===== config.mk =====
export PLATFORM = sky130hd
export DESIGN_NAME = serial_frame_rx
export DESIGN_NICKNAME = d
export VERILOG_FILES = /design/src/rtl/serial_frame_rx.sv
export SDC_FILE = /design/constraint.sdc
export NUM_CORES = 1
export LEC_CHECK = 0
export ABC_AREA = 1
export CAP_MARGIN = 20
export CORE_MARGIN = 10
export CORE_UTILIZATION = 40
export CTS_CLUSTER_SIZE = 28
export DETAILED_ROUTE_END_ITERATION = 10
export PLACE_DENSITY = 0.65
export SYNTH_ARGS = -nofsm -noshare
export SYNTH_HDL_FRONTEND = slang
export SYNTH_SLANG_ARGS = --single-unit

===== constraint.sdc =====
create_clock -name clock -period 2.2 [get_ports clock]
set_input_delay 0.55 -clock clock [delete_from_list [all_inputs] [get_ports clock]]
set_output_delay 0.55 -clock clock [all_outputs]
set_load 0.01 [all_outputs]

===== src/rtl/serial_frame_rx.sv =====
// SPI mode-0 slave that decodes 40-bit frames (8-bit address/flag byte and a 32-bit word)
// into register-file writes and reads. It counts frames that the host cuts short with cs_n.
module serial_frame_rx (
  input  logic        clock,
  input  logic        reset,
  input  logic        sclk,
  input  logic        cs_n,
  input  logic        mosi,
  output logic        miso,
  output logic [7:0]  adr_out,
  output logic [31:0] data_wr,
  input  logic [31:0] data_rd,
  output logic        frame_done,
  output logic [7:0]  abort_cnt
);

  typedef enum logic [1:0] {IDLE, ADDR, DATA, DONE} state_t;

  // Bit order in the synchronizer vectors: {mosi, cs_n, sclk}. Idle is cs_n high, sclk low.
  localparam logic [2:0] SYNC_IDLE = 3'b010;

  state_t      state_reg, state_next;
  logic [2:0]  sync1_reg, sync2_reg;
  logic        sclk_d_reg, cs_d_reg;
  logic [1:0]  warm_cnt_reg;
  logic        armed_reg;
  logic [4:0]  bit_cnt_reg;
  logic [31:0] shift_reg;
  logic [31:0] rd_sr_reg;
  logic        loaded_reg;
  logic        wr_flag_reg;
  logic [6:0]  adr_reg;
  logic        strobe_reg;
  logic [31:0] data_wr_reg;
  logic        frame_done_reg;
  logic [7:0]  abort_cnt_reg;

  logic sclk_s, cs_s, mosi_s;
  logic sclk_rise, sclk_fall, cs_rise, cs_fall;
  logic in_frame, abort;

  always_ff @(posedge clock or negedge reset) begin
    if (!reset) begin
      sync1_reg  <= SYNC_IDLE;
      sync2_reg  <= SYNC_IDLE;
      sclk_d_reg <= 1'b0;
      cs_d_reg   <= 1'b1;
    end else begin
      sync1_reg  <= {mosi, cs_n, sclk};
      sync2_reg  <= sync1_reg;
      sclk_d_reg <= sync2_reg[0];
      cs_d_reg   <= sync2_reg[1];
    end
  end

  assign sclk_s = sync2_reg[0];
  assign cs_s   = sync2_reg[1];
  assign mosi_s = sync2_reg[2];

  // The reset value of the synchronizers is not a real sample. A frame may start only after
  // cs_n has been seen genuinely high, so a cs_n held low through reset cannot open a frame.
  always_ff @(posedge clock or negedge reset) begin
    if (!reset) begin
      warm_cnt_reg <= 2'd0;
      armed_reg    <= 1'b0;
    end else begin
      if (warm_cnt_reg != 2'd3)
        warm_cnt_reg <= warm_cnt_reg + 2'd1;
      armed_reg <= armed_reg | ((warm_cnt_reg == 2'd3) & cs_s);
    end
  end

  assign sclk_rise = sclk_s & ~sclk_d_reg;
  assign sclk_fall = ~sclk_s & sclk_d_reg;
  assign cs_rise   = cs_s & ~cs_d_reg;
  assign cs_fall   = ~cs_s & cs_d_reg & armed_reg;
  assign in_frame  = (state_reg == ADDR) || (state_reg == DATA);
  assign abort     = in_frame & cs_rise;

  always_ff @(posedge clock or negedge reset) begin
    if (!reset) state_reg <= IDLE;
    else        state_reg <= state_next;
  end

  always_comb begin
    state_next = state_reg;
    case (state_reg)
      IDLE: if (cs_fall) state_next = ADDR;
      ADDR: begin
        if (cs_rise)                                 state_next = IDLE;
        else if (sclk_rise && bit_cnt_reg == 5'd7)   state_next = DATA;
      end
      DATA: begin
        if (cs_rise)                                 state_next = IDLE;
        else if (sclk_rise && bit_cnt_reg == 5'd31)  state_next = DONE;
      end
      DONE: if (cs_rise) state_next = IDLE;
      default: state_next = IDLE;
    endcase
  end

  always_ff @(posedge clock or negedge reset) begin
    if (!reset) begin
      bit_cnt_reg    <= 5'd0;
      shift_reg      <= 32'h0;
      rd_sr_reg      <= 32'h0;
      loaded_reg     <= 1'b0;
      wr_flag_reg    <= 1'b0;
      adr_reg        <= 7'h0;
      strobe_reg     <= 1'b0;
      data_wr_reg    <= 32'h0;
      frame_done_reg <= 1'b0;
      abort_cnt_reg  <= 8'h0;
    end else begin
      strobe_reg     <= 1'b0;
      frame_done_reg <= 1'b0;
      if (state_reg == IDLE && cs_fall) begin
        bit_cnt_reg <= 5'd0;
        loaded_reg  <= 1'b0;
      end else if (abort) begin
        if (abort_cnt_reg != 8'hFF)
          abort_cnt_reg <= abort_cnt_reg + 8'd1;
      end else if (in_frame && sclk_rise) begin
        shift_reg   <= {shift_reg[30:0], mosi_s};
        bit_cnt_reg <= bit_cnt_reg + 5'd1;
        if (state_reg == ADDR && bit_cnt_reg == 5'd7) begin
          wr_flag_reg <= shift_reg[6];
          adr_reg     <= {shift_reg[5:0], mosi_s};
          bit_cnt_reg <= 5'd0;
        end
        if (state_reg == DATA && bit_cnt_reg == 5'd31) begin
          frame_done_reg <= 1'b1;
          if (wr_flag_reg) begin
            data_wr_reg <= {shift_reg[30:0], mosi_s};
            strobe_reg  <= 1'b1;
          end
        end
      end else if (state_reg == DATA && sclk_fall) begin
        // The first falling edge in DATA captures the word that the register file returns for the new address.
        if (!loaded_reg) begin
          rd_sr_reg  <= data_rd;
          loaded_reg <= 1'b1;
        end else begin
          rd_sr_reg  <= {rd_sr_reg[30:0], 1'b0};
        end
      end
    end
  end

  always_comb begin
    miso = 1'b0;
    if (state_reg == DATA && loaded_reg && !cs_s)
      miso = rd_sr_reg[31];
  end

  assign adr_out    = {strobe_reg, adr_reg};
  assign data_wr    = data_wr_reg;
  assign frame_done = frame_done_reg;
  assign abort_cnt  = abort_cnt_reg;

endmodule


==> results of run 1 <==
-- power breakdown --
part	switching, uW	total, uW	internal (uW)
Clock	1080	2790	1710
Sequential	271	3150	2880
Combinational	872	1530	661
Total	2220	7470	5240
-- logic make-up (layout without fill, tap and decap cells) --
group           after synthesis  in the layout  synth area share [%]
simple gates                201            202                  15.2
flops                       132            132                  58.3
compound gates              111            111                  10.4
buf+inv                      83            185                  7.50
mux                          32             32                  5.67
fa+ha+maj                     9              9                  1.99
xor+xnor                      6              6                 0.927
-- cells in the final DEF, fill, tap and decap left out, drive strengths merged, types with 3 or more instances in the layout --
master,n
clkdlybuf4s50,84
nand3,13
inv,62
o21ai,110
ha,9
mux2i,31
xnor2,4
nor2,13
dfrtp,129
dfstp,3
clkbuf,18
buf,10
nor3,3
nand2,165
nand4,8
clkinv,4
clkinvlp,4
-- per-stage QoR --
stage	area, sq um	TNS [ns]	hold slack (ns)	worst slack (ns)	utilization (%)
3_3_place_gp	6660	0	0.333	0.114	48.0
3_5_place_dp	6660	0	0.337	0.0889	48.0
6_report	7280	0	0.351	0.163	52.5
5_1_grt	7280	-0.000309	0.356	-0.000309	52.5
2_1_floorplan	5670	0	0.254	0.573	-
4_1_cts	7270	0	0.350	0.0197	52.3
-- final timing paths --
path	from	endpoint	slack [ns]
min in group asynchronous	reset	rd_sr_reg[24]	0.51
max	state_reg[1]	data_wr[10]	0.16
min reg2reg	sync1_reg[0]	sync2_reg[0]	0.35
max in group asynchronous	reset	abort_cnt[3]	1.02
min	sync1_reg[0]	sync2_reg[0]	0.35
max reg2reg	state_reg[1]	data_wr[10]	0.16
-- layout make-up --
type,instances,share of cell area (%)
clock buffers,18,6.03
flip-flops and latches,132,45.4
clock inverters,14,2.10
inverters,58,2.99
repair buffers,95,13.4
well taps,180,3.09
multi-input cells,360,27.0
-- metal layers --
layer	wire (um)	GRT usage, %	vias to the layer above
met5	13	0	-
met4	46	4.45	2
met3	779	5.79	6
met2	5240	18.1	94
met1	6120	16.8	1927
li1	-	-	2041
-- what timing repair did --
item / in CTS / in global routing
pin swaps: 0 / 0
hold buffers: 1 / 0
gates resized for setup: 4 / 4
cloned: 0 / 1
hold endpoints to repair: 7 / 0
endpoints found under the setup margin: 1 / 31
-- worst max-delay path, stage by stage, from the launching register on --
cell and delay, ns:
dfrtp_1 0.39, inv_1 0.10, ha_1 0.48, nand2_2 0.14
nor2_2 0.14, nand3_4 0.26, buf_12 0.26, nand2_1 0.08
o21ai_2 0.06
==> results.md, run 1 <==
- The flow ran to the end, and the final reports show no timing, DRC or antenna violations.
- Counting along the longest clock path gives a buffer depth of 2.
- TritonCTS built the clock tree.
- Clock tree synthesis found a total of 132 sinks.
- Of all nets on the critical path, the largest fanout is 21.
- The register area is around 3300 sq um.
- The final max-slew violation count is 0.
- Each instance of the synthesized netlist takes up on average approximately 10 sq um.
- The congestion estimate from routability-driven global placement came to 0.765.
- The cell count of the worst reg-to-reg path is 8.
- For this run, the top clock speed supported by timing is slightly below 0.5 GHz.
- The filler cells instantiated in the layout total 1268.
- The synthesized design devotes to its leading area cell type 56.9% of total area.
- In this run the cell area of the synthesized design comes to 5670 sq um.
- Entering global routing, the biggest net connects 67 pins.
- In the post-synthesis netlist, the biggest area contributors are dfrtp_1 (57%), nand2_1 (11%), o21ai_0 (5.6%), mux2i_1 (5.5%), inv_1 (3.7%).
- The synthesized design contains 132 register bits.
- The first routing iteration left 278 violations.
- The number of buffers inserted by post-CTS setup repair is 0.
- Max-cap violations in this run came to 0.
- The wire length per cell after detailed routing is 14.2 um.
- The clock transition at the register clock pins on the worst setup and hold paths after CTS is 0.06 ns.
- The insertion delay to the later sink of the worst-skew pair is roughly 0.42 ns.
- Pin placement for this block handled 87 I/O pins.
- In this run the power density over the cells is between 1000 and 1500 nW/um^2.
- In the synthesized netlist, the number of instances is between 500 and 600.
- After detailed routing, the number of remaining DRC violations is 0.
- The worst hold path was traced through 0 stages.
- Relative to the synthesized area, the layout overhead comes to 28.4%.
- The count of final hold-check violations is 0.
- The first global-routing pass estimated 20400 um of wire.
- The number of distinct library cells after synthesis is 29.
- The detailed router placed 4070 vias in this run.
- The number of standard cells in the final layout excluding fillers is 857.
- The share of final-layout standard cells stronger than drive strength 1 is 10.5%.
- The share of the cycle needed by the critical path after routing is between 90 and 100%.
- Buffers placed on the I/O ports in this run total 86.
- Detailed placement ended at an HPWL of 8170 um.
- The kind of end point of the critical path is a flop.
- The floorplan step set the die height to 139 um.
- After synthesis, the share of flip-flops with an asynchronous set or reset is between 90% and 100%.
- The number of detailed-routing iterations run before antenna repair is 4.
- The normalized max-slew margin is 65.3%.
- The overall routed net length is 12200 um.
- By count the netlist is led by nand2_1 (162), dfrtp_1 (129), o21ai_0 (63), inv_1 (56), o21ai_1 (38).
- The number of H-tree branching levels is 4.
- The starting density of the core is 40.9%.
- The number of diodes added for antenna fixing is 0.
- After detailed placement, the design holds a cell count of 823.
- The setup violation total in the final timing report is 0.
- The clock arrives with 0.00813 ns of skew.
- The worst path in the final design needs a cycle of 2.04 ns, including I/O delays and setup.
- The number of antenna violations at the first check in global routing is 1.
- In the global route stage, overall resource usage came out at between 10 and 15%.
- The post-route total power is 7470 uW.
- At the worst endpoint, the required time is 2.50 ns.
- The via count of the first global-routing pass is 4124.
- The leakage power total is 0.00326 uW.
- In this run the horizontal extent of the chip is 139 um.
- The most common cell in the synthesized netlist is nand2_1.
- The floorplan step defined a die boundary enclosing approximately 19000 sq um.
- The number of vias per cell is 4.75.
- Sequential cells were found to cover 58.3% of the synthesized design area.
- Data on the critical path arrives at its endpoint at 2.33 ns.
- The cell sitting at the root of the clock tree is a clkbuf_16.
- The core area is 13900 sq um.
- The actual transition at the worst max-transition pin is 0.520 ns.
- Counting every net in the synthesized netlist gives 620.
- The detail route stage leaves a number of antenna-violating nets equal to 0.
- The path type of the worst setup path is reg -> reg.
- Summed over all layers, the global routing overflow is 0.
- The floorplan has between 40 and 50 rows.
- The total CTS buffers is 17.
- The most common flop cell mapped by yosys is dfrtp_1.
- The largest area contributor in the synthesized netlist is dfrtp_1.
- IR analysis of the VDD net gives a maximum drop of 0.495 mV.
- The area of combinational cells with multiple inputs is 1970 sq um.
- STA classifies the critical path startpoint as a flop.
- The Yosys warning count is 0.
- The type of the worst min-delay path is reg -> reg.
- In this run, synthesis inferred 0 flip-flops with an integrated enable.
- For this run, the post-layout net count is 710.
Power figures use the tool's default switching activity.
==> run 2: changes to the inputs <==
--- a/config.mk
+++ b/config.mk
@@ -11,7 +11,8 @@
 export CORE_UTILIZATION = 40
 export CTS_CLUSTER_SIZE = 28
 export DETAILED_ROUTE_END_ITERATION = 10
-export PLACE_DENSITY = 0.65
+export HOLD_SLACK_MARGIN = 0.05
+export PLACE_DENSITY = 0.68
 export SYNTH_ARGS = -nofsm -noshare
 export SYNTH_HDL_FRONTEND = slang
 export SYNTH_SLANG_ARGS = --single-unit
==> constraint.sdc (replaced) <==
create_clock -name clock -period 1.75 [get_ports clock]
set_input_delay 0.4375 -clock clock [delete_from_list [all_inputs] [get_ports clock]]
set_output_delay 0.4375 -clock clock [all_outputs]
set_load 0.01 [all_outputs]
==> run 2 against run 1 <==
Compared with the run above: highest routed layer is now met4; core utilization rose by 5.5 points; final cell count up 3.4%; clock skew is 0.00066 ns lower; the run now ends with negative setup slack left; sequential cell count unchanged; first-iteration DRC count fell by 16%; critical path depth grew 3.
==> results.md, run 2 (synthesis results as in run 1) <==
- The final critical-path required period is 1.81 ns (-0.222 ns).
- The final critical-path setup slack is -0.0649 ns (-0.228 ns).
- The part of the total power dissipated in combinational logic is 22.1% (+1.6 points).
- The overall routed net length was 14500 um (+19%).
- The number of detailed-routing iterations run before antenna repair came to 7 (+3).
- The maximum buffer depth of the clock tree is 2 (unchanged).
- The worst register-to-register path begins at bit_cnt_reg[1].
- The number of antenna violations at the first check in global routing was 0 (-1).
- The routed via count is 4378 (+7.6%).
- The number of cells in the design after placement is 833 (+1.2%).
- The die boundary width came to 139 um (unchanged).
- The clock transition at the register clock pins on the worst setup and hold paths after CTS is 0.06 ns (about the same).
- The worst path arrival time was 2.12 ns (-0.21 ns).
- The insertion delay to the later sink of the worst-skew pair was 0.42 ns (about the same).
- The wire length of the first global-routing pass is 22100 um (+8.7%).
- The maximum vdd ir drop was 0.712 mV (+44%).
- The final reports fail on negative setup slack.
- The largest net degree at the start of global routing is 40 (-40%).
- The clock power share is 38.8% (+1.5 points).
- The cell count of the worst reg-to-reg path is 11 (+3).
- The setup violation total in the final timing report is 33 (+33).
- The normalized max-slew margin is 65.2% (-0.099 points).
- The number of diodes added for antenna fixing is 0 (unchanged).
- The total negative slack for setup checks was -1.12 ns (-1.12 ns).
- The net count of the finished layout came to 739 (+4.1%).
- The path type of the worst setup path is reg -> reg.
- The number of clock sinks is 132 (unchanged).
- The number of H-tree branching levels is 4 (unchanged).
- The number of violations of the max-capacitance limit came to 0 (unchanged).
- The core area was 13900 sq um (unchanged).
- The portion of total power attributed to sequential cells was 39.1% (-3.0 points).
- The internal cell power is 7140 uW (+36%).
- The number of vias per cell is 4.94 (+4.0%).
- The final max-slew violation count is 0 (unchanged).
- The share of the cycle needed by the critical path after routing is 104% (+11 points).
- The register area is 3310 sq um (unchanged).
- The kind of end point of the critical path is a flop.
- The net switching power of the design came to 2970 uW (+34%).
- The post-route clock skew is 0.00747 ns (-0.000660 ns).
- The largest driver fanout on the critical path is 5 (-76%).
- In the layout the commonest cells are dfrtp_1 (129), nand2_1 (128), o21ai_0 (61).
- The total half-perimeter wirelength after legalization and detailed placement came to 8480 um (+3.8%).
- The area of combinational cells with multiple inputs is 2290 sq um (+16%).
- The net switching share of the total power is 29.4% (-0.41 points).
- The total of buffers placed on input and output ports was 86 (unchanged).
- STA classifies the critical path startpoint as a flop.
- The data required time at the worst endpoint is 2.06 ns (-0.44 ns).
- The internal reg-to-reg setup slack is -0.06 ns (-0.23 ns).
- The number of standard cells in the final layout excluding fillers is 886 (+3.4%).
- The run finished, with violations left.
- The most critical setup path has its startpoint at bit_cnt_reg[1].
- The vertical die dimension was 139 um (unchanged).
- Clock tree synthesis selected as its root buffer the cell clkbuf_16.
- The maximum single-stage delay on the critical path is 0.37 ns (-0.11 ns).
- The worst setup timing slack at the placement stage is -0.105 ns (-0.194 ns).
- The starting density of the core is 40.9% (unchanged).
- The actual transition at the worst max-transition pin was 0.521 ns (+0.00148 ns).
- The number of placement rows is 43 (unchanged).
- The tightest hold margin came to 0.349 ns (-0.00246 ns).
- The violation count after the first detailed-route iteration is 233 (-16%).
- The die area is 19300 sq um (unchanged).
- The capturing point of the worst reg2reg path is data_wr[24].
- The leakage power total is 0.00384 uW (+18%).
- Among all stages on the critical path, the largest delay is contributed by dfrtp_1.
- The sum of overflow across all layers after global routing is 0 (unchanged).
- The capture point of the critical path is data_wr[24].
- The number of top-level pins is 87 (unchanged).
- The type of the worst min-delay path is reg -> reg.
- The count of fill cells added during filler insertion came to 1128 (-11%).
- The fraction of the core area covered by cells at the end of the flow was 58.0% (+5.5 points).
- The critical path goes through ha_2 -> nand2_2 -> nor2_2 -> ha_2 -> nand3_2 -> nor2_4 -> nand3_4 -> clkbuf_16 -> clkbuf_16 -> nand2_2 -> o21ai_1.
- The total CTS buffers came to 17 (unchanged).
- The most common cell after layout, fill and taps aside is dfrtp_1.
- The final weighted congestion in routability-driven placement is 0.785 (+2.6%).
- Relative to the synthesized area, the layout overhead comes to 41.9%.
- The power density over the cells was 1260 nW/um^2 (+23%).
- The fmax came to 0.551 GHz (+12%).
- The via count of the first global-routing pass came to 4455 (+8.0%).
- The clock tree from TritonCTS is built.
- The share of final-layout standard cells stronger than drive strength 1 was 22.5% (+12 points).
- Setup repair after global routing could not meet its margin everywhere.
- The DRC violation count after routing is 0 (unchanged).
- The count of nets left with antenna violations after detail routing is 0 (unchanged).
- The global-route total usage across every layer is 13.8% (+1.0 points).
- The wire length per cell after detailed routing came to 16.3 um (+15%).
- The count of final hold-check violations came to 0 (unchanged).
-- run 2: worst min-delay path by stage --
stage                       startpoint            to  slack (ns)  cells after the start
final                     sync1_reg[2]  sync2_reg[2]        0.35                      0
after global routing      sync1_reg[2]  sync2_reg[2]        0.36                      0
after CTS                 sync1_reg[2]  sync2_reg[2]        0.35                      0
after detailed placement  sync1_reg[2]  sync2_reg[2]        0.34                      0
after global placement    sync1_reg[2]  sync2_reg[2]        0.33                      0
after floorplan                  reset  abort_cnt[0]        0.14                      0
-- run 2: layer usage --
metal / GRT usage (%) / share of wire [%] / wire length (um)
met2: 21.1 / 47 / 6870
met5: 0 / 0 / 0
met4: 4.83 / 1.0 / 151
met1: 17.4 / 45 / 6570
met3: 5.41 / 6.2 / 895
-- run 2: area by class of cell --
| cell class | instances | area share (%) |
|---|---|---|
| flip-flops and latches | 132 | 41.1 |
| well taps | 180 | 2.80 |
| multi-input cells | 360 | 28.5 |
| inverters | 58 | 2.77 |
| repair buffers | 124 | 16.8 |
| clock buffers | 17 | 5.29 |
| clock inverters | 15 | 2.83 |
-- run 2: what timing repair did --
action,4_1_cts,5_1_grt
endpoints found under the hold margin,18,0
hold buffers,1,0
endpoints found under the setup margin,121,77
pin swaps,2,1
resized for setup,63,92
gates cloned,2,9
setup buffers,3,6
-- run 2: worst max-delay path, delay by kind of cell (launching register included) --
kind,cells,cell delay (ns)
AOI/OAI and AO/OA,1,0.06
DFF,1,0.37
and+or+nand+nor,6,0.53
buffers and inverters,2,0.35
adders and majority gates,2,0.40
-- run 2: power groups by stage --
| stage | clock, uW | sequential, uW | combinational, uW |
|---|---|---|---|
| CTS | 3970 | 3950 | 2130 |
| global route | 4130 | 4010 | 2520 |
| floorplan | 0 | 3940 | 1390 |
| finish | 3930 | 3950 | 2230 |
| global placement | 0 | 3960 | 1920 |
| detailed placement | 0 | 4000 | 2010 |
-- run 2: per-stage QoR --
stage,area (sq um),total power [uW]
after detailed placement,6770,6020
after floorplan,5670,5330
after global placement,6770,5880
after CTS,7490,10100
final,8050,10100
after global routing,8050,10700
==> run 3: changes to the inputs <==
--- a/config.mk
+++ b/config.mk
@@ -7,6 +7,7 @@
 export LEC_CHECK = 0
 export ABC_AREA = 1
 export CAP_MARGIN = 20
+export CORE_ASPECT_RATIO = 1.75
 export CORE_MARGIN = 10
 export CORE_UTILIZATION = 40
 export CTS_CLUSTER_SIZE = 28
@@ -16,3 +17,4 @@
 export SYNTH_ARGS = -nofsm -noshare
 export SYNTH_HDL_FRONTEND = slang
 export SYNTH_SLANG_ARGS = --single-unit
+export TNS_END_PERCENT = 30
==> run 3 against run 2 <==
Compared with the run above: the flow still finishes with violations (negative setup slack); final cell count increased by 0.11%; sequential power about the same; non-clock buffer count increased by 4; fmax decreased by 0.50%; combinational power increased by 2%; register-to-register slack about the same; worst setup slack got worse by 0.0091 ns; critical path depth decreased by 1; routed wire length decreased by 7.3%; clock power increased by 5%.
==> results.md, run 3 (synthesis results as in run 1) <==
- The run finished, with violations left.
- The checks that failed: negative setup slack.
- The die area is 19500 sq um (+0.97%).
- The type of the worst min-delay path is reg -> reg.
- The global-route total usage across every layer is 13.8% (-0.064 points).
- The violation count after the first detailed-route iteration is 200 (-14%).
- The number of diodes added for antenna fixing was 0 (unchanged).
- The die boundary width came to 110 um (-21%).
- The worst path arrival time is 2.12 ns (about the same).
- The hold path startpoint is sync1_reg[1].
- The number of detailed-routing iterations run before antenna repair was 6 (-1).
- The wire length per cell after detailed routing is 15.1 um (-7.4%).
- In the layout the commonest cells are nand2_1 (138), dfrtp_1 (128), o21ai_0 (59).
- The number of antenna violations at the first check in global routing was 0 (unchanged).
- The total half-perimeter wirelength after legalization and detailed placement is 8810 um (+3.9%).
- The clock transition at the register clock pins on the worst setup and hold paths after CTS was 0.06 ns (about the same).
- The number of standard cells in the final layout excluding fillers came to 887 (+0.11%).
- STA classifies the critical path startpoint as a flop.
- The overall routed net length is 13400 um (-7.3%).
- The fraction of the core area covered by cells at the end of the flow is 56.8% (-1.2 points).
- The worst register-to-register path begins at bit_cnt_reg[1].
- The sum of overflow across all layers after global routing was 0 (unchanged).
- STA classifies the critical path endpoint as a flop.
- The number of placement rows is 57 (+33%).
- The final critical-path setup slack is -0.0739 ns (-0.00905 ns).
- The normalized max-slew margin is 66.1% (+0.90 points).
- The via count of the first global-routing pass is 4352 (-2.3%).
- The number of top-level pins came to 87 (unchanged).
- The largest driver fanout on the critical path is 8 (+3).
- The worst setup timing slack at the placement stage is -0.0467 ns (+0.0586 ns).
- The count of nets left with antenna violations after detail routing is 0 (unchanged).
- The number of vias per cell is 4.81 (-2.7%).
- The net count of the finished layout is 743 (+0.54%).
- The number of clock sinks came to 132 (unchanged).
- The number of H-tree branching levels is 4 (unchanged).
- Setup repair after global routing could not meet its margin everywhere.
- The total CTS buffers is 17 (unchanged).
- The worst setup path startpoint is bit_cnt_reg[1].
- The setup violation total in the final timing report is 20 (-39%).
- The insertion delay to the later sink of the worst-skew pair came to 0.41 ns (about the same).
- The core area was 13900 sq um (+0.19%).
- The total of buffers placed on input and output ports is 86 (unchanged).
- The worst setup path is of the reg -> reg kind.
- The data required time at the worst endpoint came to 2.04 ns (-0.02 ns).
- The wire length of the first global-routing pass was 21500 um (-3.1%).
- The leakage power total came to 0.00377 uW (-1.8%).
- The largest net degree at the start of global routing was 46 (+15%).
- The vertical die dimension came to 178 um (+28%).
- The most common cell after layout, fill and taps aside is nand2_1.
- The final critical-path required period came to 1.82 ns (+0.00905 ns).
- The maximum vdd ir drop is 0.767 mV (+7.7%).
- The final weighted congestion in routability-driven placement is 0.829 (+5.6%).
- Compared with the post-synthesis result, the final layout area differs by 39.2%.
- The cell count of the worst reg-to-reg path is 10 (-1).
- The fmax is 0.548 GHz (-0.50%).
- The share of final-layout standard cells stronger than drive strength 1 is 21.0% (-1.5 points).
- The cell depth of the worst hold path came to 0 (unchanged).
- The routed via count is 4266 (-2.6%).
- TritonCTS built the clock tree.
- The final max-slew violation count is 0 (unchanged).
- The count of final hold-check violations is 0 (unchanged).
- The post-route clock skew is 0.0112 ns (+0.00370 ns).
- The number of cells in the design after placement was 840 (+0.84%).
- The share of the cycle needed by the critical path after routing is 104% (+0.52 points).
- The actual transition at the worst max-transition pin is 0.508 ns (-0.0135 ns).
- The maximum buffer depth of the clock tree is 2 (unchanged).
- The total negative slack for setup checks is -0.849 ns (+0.269 ns).
- The root cell of the clock tree is clkbuf_16.
- The number of violations of the max-capacitance limit came to 0 (unchanged).
- The power density over the cells is 1310 nW/um^2 (+4.5%).
- The starting density of the core was 40.8% (-0.077 points).
- The DRC violation count after routing is 0 (unchanged).
- The post-route total power is 10400 uW (+2.5%).
- The internal reg-to-reg setup slack is -0.07 ns (about the same).
==> run 3: metal layers <==
layer / up-vias / global-route usage, % / part of all wire (%)
li1: 2098 / - / -
met1: 2054 / 15.6 / 40
met2: 95 / 23.2 / 53
met3: 19 / 3.78 / 5.1
met4: 0 / 6.32 / 1.7
met5: - / 0 / 0
==> run 3: repair_timing <==
item | in CTS | in global routing
pin swaps | 1 | 9
setup endpoints to repair | 112 | 110
gates resized for setup | 67 | 62
cloned | 0 | 4
hold buffers | 1 | 0
endpoints found under the hold margin | 20 | 0
setup buffers | 2 | 8
==> run 3: worst paths after layout <==
| kind | to |
|---|---|
| min in group asynchronous | shift_reg[11] |
| worst min register to register | sync2_reg[1] |
| worst min-delay path | sync2_reg[1] |
| worst max register to register | data_wr[29] |
| worst max-delay path | data_wr[29] |
| max in group asynchronous | sync1_reg[1] |
==> run 3: worst max-delay path: stages, from the launching register on <==
cell and delay (ns):
dfrtp_1 0.40, ha_4 0.17, nand2_4 0.05, nor2_4 0.13, ha_4 0.16, nand3_4 0.07
nor2_4 0.16, nand3_4 0.20, clkbuf_16 0.23, nand2_1 0.07, o21ai_1 0.06
==> run 3: area by class of cell <==
| class | instances | area (sq um) |
|---|---|---|
| clock buffer | 18 | 439 |
| sequential | 132 | 3310 |
| multi-input combinational | 360 | 2200 |
| tap | 177 | 221 |
| fill | 1220 | 6010 |
| timing repair buffer | 128 | 1250 |
| clock inverter | 14 | 249 |
| inverter | 58 | 223 |
==> run 3: stage by stage <==
step                cell area, sq um  hold slack [ns]
finish                          7890            0.354
global route                    7890            0.355
floorplan                       5670            0.142
global placement                6840            0.335
CTS                             7540            0.354
detailed placement              6840            0.339
==> run 3: where the power goes <==
part | switching, uW | internal, uW
logic | 1210 | 1060
clock network | 1390 | 2740
registers | 359 | 3610
